==> config.mk <==
export PLATFORM = sky130hd
export DESIGN_NAME = spi_slave_frame_flat
export DESIGN_NICKNAME = d
export VERILOG_FILES = /design/src/rtl/spi_slave_frame_if.sv /design/src/rtl/spi_slave_frame.sv /design/src/flat_wrapper.sv
export SDC_FILE = /design/constraint.sdc
export NUM_CORES = 1
export LEC_CHECK = 0
export ABC_AREA = 1
export ABC_CLOCK_PERIOD_IN_PS = 2600
export CAP_MARGIN = 5
export CORE_MARGIN = 8
export CORE_UTILIZATION = 37
export CTS_BUF_LIST = sky130_fd_sc_hd__clkbuf_8
export CTS_CLUSTER_DIAMETER = 50
export DETAILED_ROUTE_END_ITERATION = 8
export SLEW_MARGIN = 20
export SYNTH_ARGS = -nofsm -noshare
export SYNTH_HDL_FRONTEND = slang
export SYNTH_SLANG_ARGS = --single-unit
==> constraint.sdc <==
create_clock -name sclk -period 2.6 [get_ports sclk]
set_clock_uncertainty 0.1 [all_clocks]
set_input_delay 0.39 -clock sclk [delete_from_list [all_inputs] [get_ports sclk]]
set_output_delay 0.39 -clock sclk [all_outputs]
set_load 0.03 [all_outputs]
==> src/rtl/spi_slave_frame_if.sv <==
// spi_slave_frame_if -- SPI frame slave bus bundle.
//   cs_n     : chip select from master, active-low
//   mosi     : serial data from master
//   miso     : serial data to master
//   tx_word  : next word to transmit (driven by the local side)
//   rx_word  : last complete received word
//   rx_valid : one-cycle pulse, rx_word updated
//   tx_req   : one-cycle pulse, next tx_word required
//   word_idx : words completed in the current frame
//   overrun  : sticky, frame exceeded MAX_WORDS
// Modport slave is the SPI slave block; modport master is the opposite side.
interface spi_slave_frame_if #(
    parameter int WORD_W    = 8,
    parameter int MAX_WORDS = 4
) ();
    localparam int IDX_W = $clog2(MAX_WORDS + 1);

    logic              cs_n;
    logic              mosi;
    logic              miso;
    logic [WORD_W-1:0] tx_word;
    logic [WORD_W-1:0] rx_word;
    logic              rx_valid;
    logic              tx_req;
    logic [IDX_W-1:0]  word_idx;
    logic              overrun;

    modport slave (
        input  cs_n, mosi, tx_word,
        output miso, rx_word, rx_valid, tx_req, word_idx, overrun
    );

    modport master (
        output cs_n, mosi, tx_word,
        input  miso, rx_word, rx_valid, tx_req, word_idx, overrun
    );
endinterface

==> src/rtl/spi_slave_frame.sv <==
// spi_slave_frame -- SPI mode-0 slave that receives/transmits frames of up
// to MAX_WORDS words of WORD_W bits each.
//   sclk  : SPI clock, all state advances on its rising edge
//   rst_n : asynchronous active-low reset
//   bus   : spi_slave_frame_if.slave (cs_n, mosi, miso, tx_word, rx_word,
//           rx_valid, tx_req, word_idx, overrun)
// Parameters: WORD_W (4..32), MAX_WORDS (1..16), LSB_FIRST (0 = MSB first).
module spi_slave_frame #(
    parameter int WORD_W    = 8,
    parameter int MAX_WORDS = 4,
    parameter int LSB_FIRST = 0
) (
    input  logic             sclk,
    input  logic             rst_n,
    spi_slave_frame_if.slave bus
);
    localparam int BIT_W = $clog2(WORD_W);
    localparam int IDX_W = $clog2(MAX_WORDS + 1);
    localparam logic [BIT_W-1:0] BIT_LAST = BIT_W'(WORD_W - 1);
    localparam logic [IDX_W-1:0] IDX_MAX  = IDX_W'(MAX_WORDS);

    typedef enum logic [1:0] {
        S_IDLE,
        S_ACTIVE,
        S_OVERFLOW
    } state_t;

    state_t            state, state_nx;
    logic [BIT_W-1:0]  bit_cnt, bit_cnt_nx;
    logic [IDX_W-1:0]  word_idx, word_idx_nx;
    logic              word_done;
    logic              sampling;
    logic [WORD_W-1:0] rx_sr, rx_sr_nx;
    logic [WORD_W-1:0] rx_word_q;
    logic [WORD_W-1:0] tx_hold;
    logic              rx_valid_q, tx_req_q, overrun_q;
    logic              miso_d;
    logic              frame_rst_n;

    // Frame-scoped state is cleared by either reset or cs_n going high;
    // rx_word, tx_hold and overrun survive cs_n and only see rst_n.
    assign frame_rst_n = rst_n & ~bus.cs_n;

    // IDLE also samples: its first edge carries bit 0 of word 0.
    assign sampling = (state != S_OVERFLOW);

    generate
        if (LSB_FIRST != 0) begin : g_rx_lsb
            assign rx_sr_nx = {bus.mosi, rx_sr[WORD_W-1:1]};
        end else begin : g_rx_msb
            assign rx_sr_nx = {rx_sr[WORD_W-2:0], bus.mosi};
        end
    endgenerate

    // Next-state / bit and word counting
    always_comb begin
        state_nx    = state;
        bit_cnt_nx  = bit_cnt;
        word_idx_nx = word_idx;
        word_done   = 1'b0;
        unique case (state)
            S_IDLE, S_ACTIVE: begin
                state_nx = S_ACTIVE;
                if (bit_cnt == BIT_LAST) begin
                    bit_cnt_nx  = '0;
                    word_done   = 1'b1;
                    word_idx_nx = word_idx + IDX_W'(1);
                    if (word_idx_nx == IDX_MAX) begin
                        state_nx = S_OVERFLOW;
                    end
                end else begin
                    bit_cnt_nx = bit_cnt + BIT_W'(1);
                end
            end
            S_OVERFLOW: begin
                state_nx = S_OVERFLOW;
            end
            default: begin
                state_nx = S_IDLE;
            end
        endcase
    end

    // Frame state register
    always_ff @(posedge sclk or negedge frame_rst_n) begin
        if (!frame_rst_n) begin
            state      <= S_IDLE;
            bit_cnt    <= '0;
            word_idx   <= '0;
            rx_valid_q <= 1'b0;
            tx_req_q   <= 1'b0;
        end else begin
            state      <= state_nx;
            bit_cnt    <= bit_cnt_nx;
            word_idx   <= word_idx_nx;
            rx_valid_q <= word_done;
            tx_req_q   <= word_done;
        end
    end

    // Data registers; the cs_n guard keeps them idle while deselected since
    // the frame state is then held in IDLE by frame_rst_n.
    always_ff @(posedge sclk or negedge rst_n) begin
        if (!rst_n) begin
            rx_sr     <= '0;
            rx_word_q <= '0;
            tx_hold   <= '0;
            overrun_q <= 1'b0;
        end else if (!bus.cs_n) begin
            if (sampling) begin
                rx_sr <= rx_sr_nx;
                if (bit_cnt == '0) begin
                    tx_hold <= bus.tx_word;
                end
            end
            if (word_done) begin
                rx_word_q <= rx_sr_nx;
            end
            if (state == S_IDLE) begin
                overrun_q <= 1'b0;
            end else if (state == S_OVERFLOW) begin
                overrun_q <= 1'b1;
            end
        end
    end

    // Bit 0 of each word comes straight from tx_word so the local side can
    // answer tx_req within the same cycle; later bits come from tx_hold.
    always_comb begin
        miso_d = 1'b0;
        if (rst_n && !bus.cs_n && sampling) begin
            if (bit_cnt == '0) begin
                miso_d = (LSB_FIRST != 0) ? bus.tx_word[0] : bus.tx_word[WORD_W-1];
            end else begin
                miso_d = (LSB_FIRST != 0) ? tx_hold[bit_cnt] : tx_hold[BIT_LAST - bit_cnt];
            end
        end
    end

    assign bus.miso     = miso_d;
    assign bus.rx_word  = rx_word_q;
    assign bus.rx_valid = rx_valid_q;
    assign bus.tx_req   = tx_req_q;
    assign bus.word_idx = word_idx;
    assign bus.overrun  = overrun_q;
endmodule

==> src/flat_wrapper.sv <==
// flat-port wrapper written by rule: the top's interface ports become plain ports
module spi_slave_frame_flat 
#(
    parameter int WORD_W    = 8,
    parameter int MAX_WORDS = 4,
    parameter int LSB_FIRST = 0
)
  (sclk, rst_n, bus_cs_n, bus_mosi, bus_tx_word, bus_miso, bus_rx_word, bus_rx_valid, bus_tx_req, bus_word_idx, bus_overrun);
  spi_slave_frame_if #(.WORD_W(WORD_W), .MAX_WORDS(MAX_WORDS)) bus_i ();
  input  logic sclk;
  input  logic rst_n;
  input wire logic [$bits(bus_i.cs_n)-1:0] bus_cs_n;
  input wire logic [$bits(bus_i.mosi)-1:0] bus_mosi;
  input wire logic [$bits(bus_i.tx_word)-1:0] bus_tx_word;
  output wire logic [$bits(bus_i.miso)-1:0] bus_miso;
  output wire logic [$bits(bus_i.rx_word)-1:0] bus_rx_word;
  output wire logic [$bits(bus_i.rx_valid)-1:0] bus_rx_valid;
  output wire logic [$bits(bus_i.tx_req)-1:0] bus_tx_req;
  output wire logic [$bits(bus_i.word_idx)-1:0] bus_word_idx;
  output wire logic [$bits(bus_i.overrun)-1:0] bus_overrun;
  assign bus_i.cs_n = bus_cs_n;
  assign bus_i.mosi = bus_mosi;
  assign bus_i.tx_word = bus_tx_word;
  assign bus_miso = bus_i.miso;
  assign bus_rx_word = bus_i.rx_word;
  assign bus_rx_valid = bus_i.rx_valid;
  assign bus_tx_req = bus_i.tx_req;
  assign bus_word_idx = bus_i.word_idx;
  assign bus_overrun = bus_i.overrun;
  spi_slave_frame #(.WORD_W(WORD_W), .MAX_WORDS(MAX_WORDS), .LSB_FIRST(LSB_FIRST)) u_core (.sclk(sclk), .rst_n(rst_n), .bus(bus_i));
endmodule
**Word level (Yosys, flattened, before mapping)**

Cells that the tools add are included.

- Bits in registers: 33
- Output and inout bits: 15
- Logic and storage cells: 43

- Add/sub/neg operators: 3
- $lt $le $gt $ge: 1
- Eq/ne operators: 5
- Muxes and demuxes: 12
- Bitwise logic cells: 2
- Reduce and logical (&&, ||, !) cells: 12

Operators by type and width:

| operator | number |
|---|---|
| AND reduction 2 bit | 4 |
| 2-to-1 mux 1 bit | 7 |
| adder 3 x 1 -> 3 bit, second input constant | 2 |
| == test 3 bit, second input constant | 2 |
| less-than comparator 3 x 4 -> 1 bit, second input constant | 1 |
| 2-to-1 mux 2 bit | 2 |
| case mux 2 bit (2 select lines) | 1 |
| binary-select mux 1 bit (select 3 bit) | 1 |
| logical NOT 3 bit | 1 |
| 2-to-1 mux 3 bit | 1 |
| AND reduction 3 bit | 1 |
| subtractor 3 bit, first input constant | 1 |
| == test 2 x 1 -> 1 bit, second input constant | 1 |
| == test 2 bit, second input constant | 1 |
| logical AND 1 bit | 2 |
| logical NOT 2 bit | 1 |
| inequality test 2 bit, second input constant | 1 |
| nonzero test 2 bit | 1 |
| OR reduction 2 bit | 1 |
| AND 1 bit | 1 |
| logical NOT 1 bit | 1 |
| inverter 1 bit | 1 |

**Longest topological paths before layout**

Gate-level depths: netlist of run 1.

- Depth after elaboration: 5
- Mapped depth: 8
- Depth with buffers taken out: 7

**Worst setup path before layout of run 1**

No wires, ideal clock.

- Path type: input port to output port
- Start: input rst_n
- End: output bus_miso
- Arrival time: 1.488 ns
- Required time: 2.110 ns
- Slack: 0.622 ns
- Cell stages on the path: 4
- Cell sequence: inv_1 nor2_1 nand2_1 a21oi_1

- Word-level cells in the longest chain between the ends: 3

RTL lines:

| item | line | RTL |
|---|---|---|
| start, declared | flat_wrapper.sv:11 | `input logic rst_n;` |
| logical AND 1 bit (2 in series) | spi_slave_frame.sv:131 | `if (rst_n && !bus.cs_n && sampling) begin` |
| 2-to-1 mux 1 bit | spi_slave_frame.sv:131 |  |
| end, declared | flat_wrapper.sv:15 | `output wire logic [$bits(bus_i.miso)-1:0] bus_miso;` |

Every way passes these cells.

**Final worst setup path of run 1**

- Start: register u_core.bit_cnt[0]
- End: output bus_miso

- Word-level cells in the longest chain between the ends: 5
- Elaborated cells between the ends (all ways): 6
- Those cells by class: add/sub: 1; mux: 4; reduce/logical: 1

RTL lines:

| item | line | RTL |
|---|---|---|
| start, declared | spi_slave_frame.sv:29 | `logic [BIT_W-1:0] bit_cnt, bit_cnt_nx;` |
| start signal, assigned | spi_slave_frame.sv:94 | `bit_cnt <= bit_cnt_nx;` |
| subtractor 3 bit | spi_slave_frame.sv:135 | `miso_d = (LSB_FIRST != 0) ? tx_hold[bit_cnt] : tx_hold[BIT_LAST - bit_cnt];` |
| binary-select mux 1 bit (select 3 bit) | spi_slave_frame.sv:135 |  |
| 2-to-1 mux 1 bit (implied by the code) | spi_slave_frame.sv:135 |  |
| 2-to-1 mux 1 bit (*) | spi_slave_frame.sv:132 | `if (bit_cnt == '0) begin` |
| 2-to-1 mux 1 bit (*) | spi_slave_frame.sv:131 |  |

Every way passes the cells marked *; elsewhere a longest branch is shown, timed or not. The select of a mux whose other input is x is not followed.

==> results.py, run 1 <==
metrics = {
    "route": {
        "met2WireLength_um": 1470,
        "routedWlPerCell_um": 12.5,
        "route.detailed.drc": 0,
        "wirelength_um": 3050,
        "routed.top_layer": "met4",
        "firstDrtPassIters": 4,
        "final_antenna_net_count": 0,
        "vias": 1125,
        "routed_via_density": 4.59,
        "first_iter_violations": 67,
        "wl_met3_um": 143,
        "drt-met1-wl_um": 1400,
    },
    "worst_hold_path": {
        "min_from": "u_core.tx_hold[5]",
        "hp-class": "reg -> reg",
    },
    "critical_path": {
        "cp-end-kind": "output pin",
        "crit_end": "bus_miso",
        "crit_fanout": 8,
        "startpoint_type": "register",
        "crit_arrival_ns": 1.58,
        "timing.reg2reg.worst_path_depth": 6,
        "reg2reg_to": "u_core.bus.rx_word[0]",
        "cp.required_ns": 2.11,
        "startpoint": "u_core.bit_cnt[0]",
        "regToRegSetupSlack_ns": 0.66,
        "reg2reg_from": "u_core.bit_cnt[0]",
        "crit_type": "reg -> out",
    },
    "clock_tree": {
        "root_buffer": "clkbuf_8",
        "ctsResizeCount": 0,
        "cts.clk_slew.worst_paths_ns": 0.06,
        "ctsHtreeMaxLevel": 2,
        "hold_buffers": 0,
        "clockBufferDepth": 2,
        "cts_sinks": 33,
        "cts_tree": "done",
        "clk_latency_ns": 0.27,
        "post_cts_buffers": 0,
        "cts_buffers": 5,
    },
    "layout": {
        "fin_util_pct": 47.2,
        "num-fill-cells": 386,
        "final_common_cell": "nand2_1",
        "drive_gt1_share_pct": 11.8,
        "n_antenna_cell": 0,
        "final_cell_mix": "nand2_1 (49), dfrtp_1 (33), clkdlybuf4s50_1 (25), inv_1 (20)",
        "final_area_sq_mm": 0.00187,
        "multi_input_area_sq_um": 554,
        "final-seq-area_sq_um": 826,
        "synthToLayoutAreaGrowth_pct": 23.9,
        "nets": 211,
        "stdcell_count": 245,
    },
    "placement": {
        "place_area_sq_mm": 0.00179,
        "place_congestion": 0.752,
        "io_buffer_count": 26,
        "hpwl_um": 2330,
        "dp.cells": 237,
    },
    "yosys": {
        "synth_area_leaders": "dfrtp_1 (55%), nand2_1 (12%), inv_1 (4.2%), ha_1 (4.1%), nand3_1 (3.0%)",
        "ys_ff_latch": 33,
        "netlist_instances": 163,
        "synth_area_sq_mm": 0.00151,
        "syn_area_per_cell_sq_um": 9.28,
        "synthAdderAreaFrac_pct": 4.14,
        "synth-simple-area-share_pct": 20.8,
        "muxShareOfSynthArea_pct": 0.993,
        "ys_warn_count": 0,
        "synth_top_family_by_area": "simple AND/OR/NAND/NOR gates",
        "synth-compound-area-share_pct": 9.59,
        "synth_nets": 180,
        "synth_top_area_cell": "dfrtp_1",
        "synth_top_area_share_pct": 54.6,
        "synth_xor_area_share_pct": 1.16,
        "yosysSeqAreaShare_pct": 54.6,
        "synth_cell_types": 22,
    },
    "grt": {
        "grt_pass1_vias": 1117,
        "grtUsageTotal_pct": 10.1,
        "antenna_found_initial": 0,
        "grt_remaining_overflow": 0,
        "grt_max_degree": 25,
        "grt_pass1_wl_um": 5100,
    },
    "timing": {
        "worst_pin_slew_ns": 0.330,
        "relSlewSlack_pct": 77.9,
        "setup_viol": 0,
        "maxSlewViolCount": 0,
        "fmax_ghz": 0.483,
        "finalHoldViolations": 0,
        "hold_ws_ns": 0.377,
        "grt_setup_unrepaired": "false",
        "finalSetupTns_ns": 0,
        "layout_min_cycle_time_ns": 2.07,
        "min_period_over_period_pct": 79.6,
    },
    "floorplanning": {
        "die_h_um": 79.9,
        "pin_count": 27,
        "die-area_sq_mm": 0.00639,
        "start_util_pct": 38.1,
        "rows": 23,
        "floorplan.die.width_um": 79.9,
        "core_sq_mm": 0.00397,
    },
    "pwr": {
        "ir_drop_mv": 0.428,
        "power.density_mw_per_mm2": 576,
        "p_leak_nw": 0.932,
    },
    "status": {
        "status": "complete, no violations",
    },
    "job": {
        "maxCapViolCount": 0,
    },
}
## where the power goes
group	internal, mW	leakage, nW	total [mW]	switching [mW]
registers	0.556	0.414	0.579	0.0226
logic	0.0720	0.466	0.160	0.0875
clock network	0.178	0.0519	0.341	0.163
## flip-flops by register name, summed over array words and instances (netlist names)
register	cells
u_core.tx_hold	8
u_core.bus.rx_word	8
u_core.rx_sr	7
u_core.bus.rx_valid	1
u_core.state	2
u_core.bit_cnt	3
u_core.bus.overrun	1
u_core.bus.word_idx	3
## metrics by stage
stage	setup WS, ns	power, mW
6_report	0.530	1.08
4_1_cts	0.507	1.10
3_5_place_dp	0.666	0.749
3_3_place_gp	0.686	0.745
2_1_floorplan	0.622	0.670
5_1_grt	0.380	1.14
## synthesized netlist by cell type
| cell type | count |
|---|---|
| nand2_2 | 2 |
| o21ai_1 | 8 |
| mux2_4 | 1 |
| xor2_1 | 1 |
| ha_1 | 5 |
| a21oi_1 | 5 |
| buf_12 | 1 |
| nand3_2 | 1 |
| o21ai_0 | 6 |
| nand2_1 | 49 |
| inv_2 | 2 |
| nand3_1 | 9 |
| buf_4 | 1 |
| nor2_1 | 9 |
| o21ai_2 | 5 |
| a31oi_1 | 1 |
| xnor2_1 | 1 |
| buf_6 | 3 |
| inv_1 | 17 |
| nor2_2 | 1 |
| dfrtp_1 | 33 |
| nor2_4 | 2 |
## critical path, cell delays in order (launching register included)
cell and delay (ns):
dfrtp_1 0.49, inv_2 0.10, ha_1 0.22, a21oi_1 0.14, nand2_1 0.06, a21oi_1 0.12
buf_4 0.17
## routing by layer
layer	vias to the layer above	GRT usage [%]
li1	571	-
met1	524	12.1
met2	24	16.3
met3	6	3.60
met4	0	3.82
met5	-	0
## cells by family after synthesis
logic type | after synthesis
xor gates and xnor gates | 2
and+or+nand+nor | 73
buffers and inverters | 24
AOI/OAI and AO/OA | 25
adders and majority gates | 5
DFF | 33
muxes | 1
## worst min path at each step
stage               slack [ns]  cells after the start                  to
floorplan               -0.006                      0  u_core.bus.overrun
global placement          0.36                      2   u_core.tx_hold[3]
detailed placement        0.36                      2   u_core.tx_hold[3]
CTS                       0.38                      2   u_core.tx_hold[5]
global route              0.41                      2   u_core.tx_hold[3]
finish                    0.38                      2   u_core.tx_hold[5]
## layout make-up
type	instances	area share (%)
timing repair buffer	29	15.0
inverter	19	3.81
multi-input combinational	106	29.6
sequential	33	44.1
clock buffer	5	3.67
clock inverter	3	0.601
tap	50	3.34
No activity file was read; power rests on OpenSTA's default activity.
==> run 2, diff against run 1 <==
--- a/config.mk
+++ b/config.mk
@@ -6,7 +6,7 @@
 export NUM_CORES = 1
 export LEC_CHECK = 0
 export ABC_AREA = 1
-export ABC_CLOCK_PERIOD_IN_PS = 2600
+export ABC_CLOCK_PERIOD_IN_PS = 1900
 export CAP_MARGIN = 5
 export CORE_MARGIN = 8
 export CORE_UTILIZATION = 37
==> constraint.sdc (replaced) <==
create_clock -name sclk -period 1.9 [get_ports sclk]
set_clock_uncertainty 0.1 [all_clocks]
set_input_delay 0.285 -clock sclk [delete_from_list [all_inputs] [get_ports sclk]]
set_output_delay 0.285 -clock sclk [all_outputs]
set_load 0.03 [all_outputs]
==> run 2 against run 1 <==
  * Clock-buffer cell count is 1 higher
  * Routed wire length is 4.2% higher
  * Highest routed layer unchanged
  * Via count is 0.98% higher
  * Global-route usage is 0.64 points higher
==> results.py, run 2 (synthesis gave the netlist of run 1 again) <==
metrics = {
    "critical_path": {
        "crit_arrival_ns": 1.43,
        "crit_type": "reg -> out",
        "cp-end-kind": "output pin",
        "crit_fanout": 7,
        "reg2reg_to": "u_core.bus.rx_word[0]",
        "cp.required_ns": 1.51,
        "reg2reg_from": "u_core.bit_cnt[1]",
        "startpoint_type": "register",
        "timing.reg2reg.worst_path_depth": 7,
        "regToRegSetupSlack_ns": 0.16,
    },
    "clock_tree": {
        "hold_buffers": 0,
        "cts_tree": "done",
        "cts.clk_slew.worst_paths_ns": 0.06,
        "cts_buffers": 5,
        "ctsHtreeMaxLevel": 2,
        "cts_sinks": 33,
        "root_buffer": "clkbuf_8",
        "clockBufferDepth": 2,
        "clk_latency_ns": 0.28,
    },
    "timing": {
        "hold_ws_ns": 0.292,
        "finalSetupTns_ns": 0,
        "min_period_over_period_pct": 95.6,
        "worst_pin_slew_ns": 0.322,
        "maxSlewViolCount": 0,
        "fmax_ghz": 0.551,
        "finalHoldViolations": 0,
        "setup_viol": 0,
        "relSlewSlack_pct": 78.5,
        "layout_min_cycle_time_ns": 1.82,
    },
    "layout": {
        "final_area_sq_mm": 0.00196,
        "n_antenna_cell": 0,
        "synthToLayoutAreaGrowth_pct": 29.4,
        "fin_util_pct": 49.3,
        "drive_gt1_share_pct": 18.0,
        "nets": 217,
        "final_cell_mix": "nand2_1 (49), dfrtp_1 (32), clkdlybuf4s50_1 (25), inv_1 (16)",
        "final_common_cell": "nand2_1",
    },
    "placement": {
        "hpwl_um": 2360,
        "place_congestion": 0.815,
        "io_buffer_count": 26,
        "place_area_sq_mm": 0.00182,
    },
    "grt": {
        "grt_pass1_wl_um": 5380,
        "antenna_found_initial": 0,
        "grt_remaining_overflow": 0,
        "grt_pass1_vias": 1190,
        "grtUsageTotal_pct": 10.8,
        "grt_max_degree": 25,
    },
    "floorplanning": {
        "rows": 23,
        "floorplan.die.width_um": 79.9,
        "core_sq_mm": 0.00397,
        "start_util_pct": 38.1,
        "die_h_um": 79.9,
        "die-area_sq_mm": 0.00639,
        "pin_count": 27,
    },
    "route": {
        "routedWlPerCell_um": 12.7,
        "vias": 1136,
        "wirelength_um": 3180,
        "firstDrtPassIters": 4,
        "routed_via_density": 4.54,
        "route.detailed.drc": 0,
        "first_iter_violations": 64,
        "final_antenna_net_count": 0,
    },
    "pwr": {
        "power_mw": 1.53,
        "power.density_mw_per_mm2": 784,
        "ir_drop_mv": 0.512,
        "p_leak_nw": 0.959,
    },
    "job": {
        "maxCapViolCount": 0,
    },
    "worst_hold_path": {
        "hp-class": "in -> async",
    },
    "status": {
        "status": "complete, no violations",
    },
}
-- run 2: cell types whose count changed in the layout (fill, tap and decap cells not counted) --
| cell | before | now |
|---|---|---|
| a21oi_2 | 0 | 2 |
| buf_4 | 4 | 8 |
| inv_2 | 2 | 3 |
| dfrtp_2 | 0 | 1 |
| inv_1 | 20 | 16 |
| inv_4 | 0 | 1 |
| clkbuf_8 | 5 | 6 |
| a21oi_1 | 5 | 3 |
| ha_4 | 0 | 1 |
| ha_1 | 5 | 4 |
| buf_6 | 0 | 2 |
| dfrtp_1 | 33 | 32 |
-- run 2: metal layers --
metal	part of all wire, %	vias to the layer above	global-route usage (%)	routed length [um]
met4	1.4	0	4.55	46
met3	4.7	6	4.50	150
met2	51	18	17.5	1640
met5	0	-	0	0
met1	42	532	12.1	1350
li1	-	580	-	-
-- run 2: how the worst max path moves through the flow --
stage                            startpoint                     to  slack, ns  depth (start not counted)
after detailed placement  u_core.bit_cnt[0]  u_core.bus.rx_word[4]       0.17                          8
after CTS                 u_core.bit_cnt[0]               bus_miso      0.002                          7
after global routing      u_core.bit_cnt[0]               bus_miso     -0.008                          7
after floorplan           u_core.bit_cnt[0]               bus_miso       0.13                          5
final                     u_core.bit_cnt[0]               bus_miso       0.08                          7
after global placement                rst_n               bus_miso       0.17                          6
-- run 2: through the flow --
stage,cells,setup slack [ns]
global placement,240,0.175
CTS,248,0.00218
floorplan,163,0.127
global route,250,-0.00763
detailed placement,240,0.168
finish,250,0.0845
-- run 2: layout make-up --
type                       instances  area, sq um
multi-input combinational        106          574
inverter                          19         73.8
sequential                        33          827
tap                               50         62.6
timing repair buffer              35          333
fill                             382         2010
clock buffer                       6         82.6
clock inverter                     1         3.75
-- run 2: what timing repair did --
action / 4_1_cts / 5_1_grt
buffers inserted: 1 / 2
endpoints found under the setup margin: 1 / 1
gates resized for setup: 2 / 8
pin swaps: 0 / 4
-- run 2: worst max-delay path, stage by stage, from the launching register on --
cell,delay [ns]
dfrtp_2,0.46
inv_4,0.10
ha_4,0.14
inv_2,0.05
nand2_1,0.06
nand2_1,0.06
a21oi_2,0.14
buf_6,0.14
-- run 2: power breakdown --
group,internal [mW],switching [mW],total [mW],leakage [nW]
sequential,0.761,0.0311,0.792,0.412
combinational,0.0990,0.120,0.219,0.498
clock,0.282,0.242,0.523,0.0485
total,1.14,0.392,1.53,0.959
